`src/rtl/cpa_share_arbiter.sv`:
```
// Round-robin arbiter that time-shares one carry-propagate adder across NREQ requesters
// through a two-stage valid/ready pipeline. Define CPA_ARB_STATS_EN to add stat_ops/stat_stall counters.
module cpa_share_arbiter #(
    parameter int NREQ  = 4,
    parameter int WIDTH = 15,
    parameter int IDW   = 2
) (
    input  logic                    clk,
    input  logic                    rst,
    input  logic [NREQ-1:0]         req_valid,
    output logic [NREQ-1:0]         req_ready,
    input  logic [NREQ*WIDTH-1:0]   req_a,
    input  logic [NREQ*WIDTH-1:0]   req_b,
    output logic [WIDTH-1:0]        cpa_a,
    output logic [WIDTH-1:0]        cpa_b,
    input  logic [WIDTH-1:0]        cpa_sum,
    input  logic                    cpa_cout,
    output logic                    rsp_valid,
    input  logic                    rsp_ready,
    output logic [WIDTH-1:0]        rsp_sum,
    output logic                    rsp_cout,
    output logic [IDW-1:0]          rsp_id
`ifdef CPA_ARB_STATS_EN
    ,
    output logic [31:0]             stat_ops,
    output logic [31:0]             stat_stall
`endif
);

    // Handshake: a transfer happens on any edge where valid and ready are both high;
    // req_ready may depend on req_valid, never the other way round.
    logic             s1_valid;
    logic [IDW-1:0]   s1_id;
    logic [WIDTH-1:0] s1_a;
    logic [WIDTH-1:0] s1_b;
    logic [IDW-1:0]   last_id;

    logic             s2_load;
    logic             s1_free;
    logic             win_found;
    logic [IDW-1:0]   win_id;
    logic [IDW-1:0]   cand;
    logic             accept;
    logic [WIDTH-1:0] win_a;
    logic [WIDTH-1:0] win_b;

    assign s2_load = s1_valid & (~rsp_valid | rsp_ready);
    assign s1_free = ~s1_valid | s2_load;
    assign accept  = win_found & s1_free & ~rst;
    assign cpa_a   = s1_a;
    assign cpa_b   = s1_b;

    // Walk the requesters starting just after the last accepted one, wrapping at NREQ.
    always_comb begin
        win_found = 1'b0;
        win_id    = '0;
        cand      = last_id;
        for (int k = 0; k < NREQ; k++) begin
            cand = (cand == IDW'(NREQ - 1)) ? '0 : cand + IDW'(1);
            if (!win_found && req_valid[cand]) begin
                win_found = 1'b1;
                win_id    = cand;
            end
        end
    end

    always_comb begin
        win_a     = '0;
        win_b     = '0;
        req_ready = '0;
        for (int i = 0; i < NREQ; i++) begin
            if (win_id == IDW'(i)) begin
                win_a        = req_a[i*WIDTH +: WIDTH];
                win_b        = req_b[i*WIDTH +: WIDTH];
                req_ready[i] = accept;
            end
        end
    end

    always_ff @(posedge clk) begin
        if (rst) begin
            s1_valid <= 1'b0;
            s1_id    <= '0;
            s1_a     <= '0;
            s1_b     <= '0;
            last_id  <= IDW'(NREQ - 1);
        end else if (accept) begin
            s1_valid <= 1'b1;
            s1_id    <= win_id;
            s1_a     <= win_a;
            s1_b     <= win_b;
            last_id  <= win_id;
        end else if (s1_free) begin
            s1_valid <= 1'b0;
        end
    end

    always_ff @(posedge clk) begin
        if (rst) begin
            rsp_valid <= 1'b0;
            rsp_sum   <= '0;
            rsp_cout  <= 1'b0;
            rsp_id    <= '0;
        end else if (s2_load) begin
            rsp_valid <= 1'b1;
            rsp_sum   <= cpa_sum;
            rsp_cout  <= cpa_cout;
            rsp_id    <= s1_id;
        end else if (rsp_ready) begin
            rsp_valid <= 1'b0;
        end
    end

`ifdef CPA_ARB_STATS_EN
    // Both counters stick at all-ones rather than wrapping.
    always_ff @(posedge clk) begin
        if (rst) begin
            stat_ops   <= '0;
            stat_stall <= '0;
        end else begin
            if (rsp_valid && rsp_ready && stat_ops != 32'hFFFF_FFFF)
                stat_ops <= stat_ops + 32'd1;
            if (rsp_valid && !rsp_ready && stat_stall != 32'hFFFF_FFFF)
                stat_stall <= stat_stall + 32'd1;
        end
    end
`endif

endmodule

```
`config.mk`:
```
export PLATFORM = sky130hd
export DESIGN_NAME = cpa_share_arbiter
export DESIGN_NICKNAME = d
export VERILOG_FILES = /design/src/rtl/cpa_share_arbiter.sv
export SDC_FILE = /design/constraint.sdc
export NUM_CORES = 1
export LEC_CHECK = 0
export BUFFER_PORTS_ARGS = -buffer_cell sky130_fd_sc_hd__buf_4
export CAP_MARGIN = 20
export CELL_PAD_IN_SITES_DETAIL_PLACEMENT = 1
export CELL_PAD_IN_SITES_GLOBAL_PLACEMENT = 1
export CORE_MARGIN = 2
export CORE_UTILIZATION = 25
export CTS_CLUSTER_DIAMETER = 30
export DETAILED_ROUTE_END_ITERATION = 8
export GPL_TIMING_DRIVEN = 0
export HOLD_SLACK_MARGIN = 0.02
export PLACE_DENSITY_LB_ADDON = 0.1
export SLEW_MARGIN = 20
export SYNTH_ARGS = -nofsm -noshare
export SYNTH_HDL_FRONTEND = slang
export SYNTH_SLANG_ARGS = --single-unit
```
`constraint.sdc`:
```
create_clock -name clk -period 2.94 [get_ports clk]
set_input_delay 0.147 -clock clk [delete_from_list [all_inputs] [get_ports clk]]
set_output_delay 0.147 -clock clk [all_outputs]
set_load 0.05 [all_outputs]
```
==> results.json, run 1 <==
{
  "cp_data_arrival_time_ns": 2.62,
  "ys_warn_count": 0,
  "setup_viol_count_final": 0,
  "irDropWorstVdd_mv": 0.452,
  "antenna_left": 0,
  "path_cells": "ha_1 -> buf_2 -> mux2i_1 -> nor3b_1 -> o21a_1 -> nor3_4 -> buf_4 -> nor3_1 -> buf_4",
  "endpoint_kind": "primary output",
  "cts.path.max_buffers": 2,
  "start_util_pct": 25.7,
  "worstPathRequired_ns": 2.79,
  "synthesized_cell_area_sq_um": 3270,
  "setup.worst_path.start": "last_id[0]",
  "capture_point_of_the_critical_path": "req_ready[2]",
  "timing.setup.critical_path_class": "flip-flop to primary output",
  "port_buffers": 193,
  "first_global_vias": 4103,
  "worst-r2r-cell-count": 9,
  "timing.final.max_slew_violations": 0,
  "io_count": 196,
  "cpMostUsedCell": "sky130_fd_sc_hd__buf_4",
  "cts.htree.levels": 2,
  "synth.top_cells.by_count": "71 x sky130_fd_sc_hd__nand2_1, 54 x sky130_fd_sc_hd__dfxtp_1, 31 x sky130_fd_sc_hd__a211o_1, 31 x sky130_fd_sc_hd__mux2i_1, 31 x sky130_fd_sc_hd__o31ai_1",
  "grt_start_max_net_pins": 17,
  "chipWidth_microns": 118,
  "detailed_place_hpwl_mm": 10.1,
  "grt_pass1_wl_mm": 21.1,
  "power.leakage_nw": 2.30,
  "drive_gt1_share_pct": 40.4,
  "hold_path_class": "input pin to flip-flop",
  "rr_startpoint": "last_id[0]",
  "synth_flop_cell": "sky130_fd_sc_hd__dfxtp_1",
  "fillerInstances": 1591,
  "hold_violations": 0,
  "synth_most_common_cell": "sky130_fd_sc_hd__nand2_1",
  "post-route-period-util_pct": 94.1,
  "drt_first_iter_violations": 81,
  "final.min_clock_period_ns": 2.77,
  "globalRouteTotalUtil_pct": 18.6,
  "clock-skew-final_ns": 0.00904,
  "synth_nets": 536,
  "cpPeakStageDelay_ns": 0.33,
  "relSlewSlack_pct": 61.0,
  "cts_buffers": 5,
  "synth-edff-count": 0,
  "clk_pin_slew_ns": 0.08,
  "timing.reg2reg.setup_slack_ns": 0.40,
  "area.growth.synth_to_final_pct": 58.2,
  "clkLatencyLatePin_ns": 0.31,
  "antenna_cells_inserted": 0,
  "synth_async_sr_flop_share_pct": 0,
  "cts-hold-fix-buffers": 0,
  "via_count": 3778,
  "floorplan.die.height_microns": 118,
  "place_inst": 757,
  "placeable_core_region_sq_um": 12700,
  "synthTopCellsByArea": "sky130_fd_sc_hd__dfxtp_1 33%, sky130_fd_sc_hd__mux2i_1 9.5%, sky130_fd_sc_hd__a211o_1 8.3%",
  "crit_slowest_cell": "sky130_fd_sc_hd__dfxtp_1",
  "post_drt_wl_per_cell_microns": 17.3,
  "crit_path_max_fanout": 10,
  "powerDensity_nw_per_um2": 1050,
  "gpl.final_weighted_congestion": 0.738,
  "synth.yosys.seq_area_share_pct": 33.0,
  "synthesis.instances": 392,
  "post-route-worst-setup-slack_ns": 0.173,
  "max_freq_ghz": 0.361,
  "final_nets": 737,
  "post-synth-top-area-cell": "sky130_fd_sc_hd__dfxtp_1",
  "number_of_detailed_routing_iterations_run_before_antenna_repair": 4,
  "netlist.area_leader.share_pct": 33.0,
  "postSynthRegisterBits": 54,
  "drcViolationCount": 0,
  "max_cap_viol_count": 0,
  "globalRoute.totalOverflow": 0,
  "synth.distinct_cells": 39,
  "worstReg2RegEnd": "cpa_a[0]",
  "post-place-ws_ns": 0.205,
  "actual_slew_at_the_worst_max_slew_pin_ns": 0.585,
  "fin_tns_setup_ns": 0,
  "clock_sink_count": 54,
  "die_area_sq_um": 14000,
  "hold_slack_ns": 0.0805,
  "finalNonFillerCells": 766,
  "run_status": "finished, final reports clean",
  "route.final.wire_length_mm": 13.3,
  "clock_tree_from_tritoncts": "yes",
  "post_synth.cell_area_avg_sq_um": 8.35,
  "initial_antenna_violation_count": 0,
  "clock-root-buffer": "sky130_fd_sc_hd__clkbuf_16",
  "drt-vias-per-instance": 4.93,
  "timing.critical_path.from_type": "flip-flop",
  "placement_rows": 41
}
==> logic make-up (layout without fill, tap and decap cells) <==
family	count (synthesis)	in the layout	share of synthesized area, %
buf+inv	46	248	7.38
flops	54	54	33.0
simple gates	130	130	19.4
mux	31	31	9.48
compound gates	130	130	30.4
fa+ha+maj	1	1	0.382
==> per-stage QoR <==
step           area, sq um  util [%]  power (mW)
5_1_grt               5180      40.7        5.77
4_1_cts               5140      40.4        5.43
6_report              5180      40.7        5.43
3_5_place_dp          4940      38.8        4.59
2_1_floorplan         3270         -        3.56
3_3_place_gp          4940      38.8        4.52
==> critical path: cells and delay by family, from the launching register on <==
kind                     cells  cell delay (ns)
multiplexers                 1             0.14
AND/OR/NAND/NOR              3             0.62
buffers and inverters        3             0.62
adder cells (fa/ha/maj)      1             0.28
AO/OA/AOI/OAI                1             0.31
flip-flops                   1             0.33
==> state kept, by name, indices dropped and copies added (netlist names) <==
signal and count:
s1_id 2, rsp_cout 1, rsp_sum 15, rsp_id 2
rsp_valid 1, s1_valid 1, cpa_b 15, cpa_a 15
last_id 2
==> worst min-delay path by stage <==
stage                           start     endpoint  slack (ns)  depth (start not counted)
after floorplan              cpa_cout     rsp_cout        0.28                          2
final                     cpa_sum[13]  rsp_sum[13]        0.08                          3
after CTS                 cpa_sum[11]  rsp_sum[11]        0.07                          3
after global placement    cpa_sum[10]  rsp_sum[10]        0.40                          3
after detailed placement  cpa_sum[11]  rsp_sum[11]        0.41                          3
after global routing      cpa_sum[11]  rsp_sum[11]        0.08                          3
==> placed cells by master, fill, tap and decap left out, types with 2 or more instances in the layout <==
master,synthesis,layout
sky130_fd_sc_hd__buf_4,3,198
sky130_fd_sc_hd__nand2_1,71,71
sky130_fd_sc_hd__dfxtp_1,54,54
sky130_fd_sc_hd__a211o_1,31,31
sky130_fd_sc_hd__mux2i_1,31,31
sky130_fd_sc_hd__nand4_1,30,30
sky130_fd_sc_hd__o31ai_1,31,30
sky130_fd_sc_hd__a21oi_1,24,24
sky130_fd_sc_hd__clkbuf_1,26,23
sky130_fd_sc_hd__o211ai_1,22,22
sky130_fd_sc_hd__buf_2,10,10
sky130_fd_sc_hd__o211ai_2,8,8
sky130_fd_sc_hd__nor2_1,7,7
sky130_fd_sc_hd__buf_6,6,6
sky130_fd_sc_hd__nand2b_1,5,5
sky130_fd_sc_hd__nor2b_1,5,5
sky130_fd_sc_hd__clkbuf_16,0,5
sky130_fd_sc_hd__nor3_1,3,3
sky130_fd_sc_hd__o21ai_0,2,2
sky130_fd_sc_hd__o31a_1,2,2
sky130_fd_sc_hd__bufinv_16,0,2
==> power breakdown <==
group / internal, mW / total (mW) / switching (mW)
Clock: 0.512 / 0.809 / 0.297
Combinational: 1.35 / 3.59 / 2.24
Sequential: 0.928 / 1.03 / 0.0995
Total: 2.79 / 5.43 / 2.64
==> cell type report <==
| type | count | area [sq um] | share of cell area [%] |
|---|---|---|---|
| clock buffer | 6 | 139 | 2.68 |
| multi-input combinational | 292 | 1970 | 38.1 |
| inverter | 1 | 3.75 | 0.0725 |
| tap | 172 | 215 | 4.16 |
| clock inverter | 2 | 60.1 | 1.16 |
| timing repair buffer | 195 | 1460 | 28.3 |
| sequential | 54 | 1080 | 20.9 |
| buffer | 44 | 239 | 4.62 |
==> metal layers <==
metal / wire length [microns] / global-route usage [%] / share of wire (%)
met2: 6150 / 30.5 / 46
met3: 1040 / 6.71 / 7.8
met1: 5820 / 22.8 / 44
met5: 0 / 0 / 0
met4: 258 / 5.58 / 1.9
==> timing repair <==
item                                   in CTS  in global routing
gates resized for setup                     2                  8
setup endpoints to repair                   2                  4
endpoints found under the hold margin       0                  0
buffers inserted                            0                  2
pin swaps                                   0                  1
No activity file was read; power rests on OpenSTA's default activity.
==> inputs of run 2 (changes only) <==
Settings changed: ABC_AREA from default to 1.
==> run 2 against run 1 <==
Against the previous run:
- flip-flop and latch count unchanged
- clock skew increased by 0.0026 ns
- design area decreased by 3.4%
- worst setup slack gained 0.049 ns
- non-clock buffer count fell by 18
- sequential share of layout area grew 0.73 points
- critical path depth is 4 higher
- die area shrank 3.4%
- cell count grew 15%
- routed wire length is 6.3% lower
- combinational power grew 65%
- maximum frequency up 1.8%
- critical path type unchanged
- largest power group unchanged
- highest routed layer unchanged
==> results.json, run 2 <==
{
  "fin_tns_setup_ns": 0,
  "layout_common_cells": "199 x sky130_fd_sc_hd__buf_4, 185 x sky130_fd_sc_hd__nand2_1, 70 x sky130_fd_sc_hd__nor2_1, 54 x sky130_fd_sc_hd__dfxtp_1, 43 x sky130_fd_sc_hd__nand3_1",
  "post_drt_wl_per_cell_microns": 14.1,
  "timing.critical_path.from_type": "flip-flop",
  "placeable_core_region_sq_um": 12500,
  "post-synth-top-area-cell": "sky130_fd_sc_hd__dfxtp_1",
  "synth_nets": 650,
  "synthTopCellsByArea": "sky130_fd_sc_hd__dfxtp_1 34%, sky130_fd_sc_hd__nand2_1 22%, sky130_fd_sc_hd__nor2_1 8.6%",
  "worstPathRequired_ns": 2.79,
  "globalRouteTotalUtil_pct": 18.0,
  "finalNonFillerCells": 880,
  "worstReg2RegEnd": "cpa_b[12]",
  "route.final.wire_length_mm": 12.4,
  "setup.worst_path.start": "last_id[0]",
  "synth_most_common_cell": "sky130_fd_sc_hd__nand2_1",
  "crit_slowest_cell": "sky130_fd_sc_hd__dfxtp_1",
  "clock_sink_count": 54,
  "crit_path_max_fanout": 10,
  "max_freq_ghz": 0.368,
  "cp_data_arrival_time_ns": 2.57,
  "clkLatencyLatePin_ns": 0.30,
  "capture_point_of_the_critical_path": "req_ready[1]",
  "postSynthRegisterBits": 54,
  "clock-root-buffer": "sky130_fd_sc_hd__clkbuf_16",
  "multi_input_comb_area_sq_um": 1790,
  "endpoint_kind": "primary output",
  "synth.yosys.seq_area_share_pct": 34.2,
  "rr_startpoint": "last_id[0]",
  "power.leakage_nw": 2.57,
  "synth.distinct_cells": 27,
  "antenna_cells_inserted": 0,
  "timing.hold.worst_path_depth": 2,
  "synth-edff-count": 0,
  "drt-vias-per-instance": 4.50,
  "relSlewSlack_pct": 63.3,
  "clk_pin_slew_ns": 0.08,
  "synth_async_sr_flop_share_pct": 0,
  "antenna_left": 0,
  "powerDensity_nw_per_um2": 1540,
  "detailed_place_hpwl_mm": 10.2,
  "irDropWorstVdd_mv": 0.761,
  "cts_buffers": 5,
  "number_of_detailed_routing_iterations_run_before_antenna_repair": 4,
  "final_nets": 851,
  "ys_warn_count": 0,
  "clock_tree_from_tritoncts": "yes",
  "final.min_clock_period_ns": 2.72,
  "cpMostUsedCell": "sky130_fd_sc_hd__buf_4",
  "cts.htree.levels": 2,
  "post-route-period-util_pct": 92.4,
  "gpl.final_weighted_congestion": 0.766,
  "die_area_sq_um": 13500,
  "first_global_vias": 3871,
  "timing.reg2reg.setup_slack_ns": 0.42,
  "io_count": 196,
  "placement_rows": 41,
  "synth.top_cells.by_count": "185 x sky130_fd_sc_hd__nand2_1, 72 x sky130_fd_sc_hd__nor2_1, 54 x sky130_fd_sc_hd__dfxtp_1",
  "clock-skew-final_ns": 0.0116,
  "final_common_cell": "sky130_fd_sc_hd__buf_4",
  "place_inst": 873,
  "area.growth.synth_to_final_pct": 58.4,
  "port_buffers": 195,
  "grt_pass1_wl_mm": 19.0,
  "cpPeakStageDelay_ns": 0.35,
  "synth_flop_cell": "sky130_fd_sc_hd__dfxtp_1",
  "post_synth.cell_area_avg_sq_um": 6.24,
  "drive_gt1_share_pct": 36.3,
  "post-route-util_pct": 40.1,
  "start_util_pct": 25.3,
  "grt_start_max_net_pins": 18,
  "grt_setup_unrepaired": "no",
  "timing.setup.critical_path_class": "flip-flop to primary output",
  "hold_path_class": "input pin to flip-flop",
  "run_status": "finished, final reports clean",
  "worst-r2r-cell-count": 12,
  "seqCellArea_sq_um": 1080,
  "drt_first_iter_violations": 91,
  "synthesis.instances": 506,
  "path_cells": "ha_2 -> inv_2 -> nand3_1 -> nand2_1 -> inv_2 -> nand3_2 -> nor2_1 -> nor2_2 -> buf_4 -> buf_4 -> nand2_1 -> nor2_1 -> buf_4",
  "via_count": 3961,
  "netlist.area_leader.share_pct": 34.2,
  "timing.final.max_slew_violations": 0,
  "floorplan.die.height_microns": 116,
  "initial_antenna_violation_count": 0,
  "chipWidth_microns": 116,
  "synthesized_cell_area_sq_um": 3160,
  "fillerInstances": 1669,
  "drcViolationCount": 0,
  "setup_viol_count_final": 0,
  "max_cap_viol_count": 0,
  "actual_slew_at_the_worst_max_slew_pin_ns": 0.550,
  "globalRoute.totalOverflow": 0,
  "cts.path.max_buffers": 2,
  "hold_violations": 0
}
-- run 2: stage by stage --
| stage | instance area (sq um) | worst slack (ns) | hold WS, ns | total power [mW] |
|---|---|---|---|---|
| 3_3_place_gp | 4840 | 0.375 | 0.354 | 7.02 |
| 5_1_grt | 5000 | 0.0226 | 0.0449 | 8.46 |
| 2_1_floorplan | 3160 | 0.120 | 0.216 | 5.47 |
| 3_5_place_dp | 4840 | 0.299 | 0.363 | 7.17 |
| 4_1_cts | 4990 | 0.0258 | 0.0411 | 7.83 |
| 6_report | 5000 | 0.222 | 0.0503 | 7.71 |
-- run 2: repair_timing --
item / in CTS / in global routing
gates resized for setup: 0 / 6
hold buffers: 0 / 0
hold endpoints to repair: 0 / 0
endpoints found under the setup margin: 1 / 9
buffers inserted: 0 / 0
-- run 2: worst min path at each step --
stage | start | endpoint
floorplan | rst | cpa_b[2]
global placement | rst | cpa_b[2]
detailed placement | rst | cpa_b[2]
CTS | rst | cpa_b[2]
global route | rst | cpa_b[2]
finish | rst | cpa_b[2]
-- run 2: final cells by class --
class / instances / area share [%]
sequential: 54 / 21.6
inverter: 31 / 2.43
buffer: 26 / 3.40
clock buffer: 6 / 2.78
clock inverter: 2 / 0.350
multi-input combinational: 394 / 35.8
tap: 172 / 4.30
timing repair buffer: 195 / 29.3
-- run 2: kinds of logic (layout without fill, tap and decap cells) --
kind of cell,count (synthesis),after routing,synth area share [%]
DFF,54,54,34.2
adders and majority gates,1,1,0.396
buffers and inverters,58,260,9.31
and+or+nand+nor,333,333,46.1
AOI/OAI and AO/OA,60,60,9.99
-- run 2: metal layers --
metal	vias to the layer above	GRT usage, %	part of all wire (%)
met1	1814	22.1	44
li1	2015	-	-
met4	0	4.05	0.84
met2	124	32.0	49
met3	8	4.26	6.9
met5	-	0	0
-- run 2: power by group --
group | switching [mW] | total, mW | internal (mW)
clock network | 0.294 | 0.637 | 0.343
logic | 3.98 | 5.93 | 1.95
registers | 0.135 | 1.15 | 1.01
total | 4.41 | 7.71 | 3.30
-- run 2: worst max-delay path, delay by kind of cell, from the launching register on --
family | cells | cell delay [ns]
buffers and inverters | 5 | 0.81
adders and majority gates | 1 | 0.32
DFF | 1 | 0.35
and+or+nand+nor | 7 | 0.78
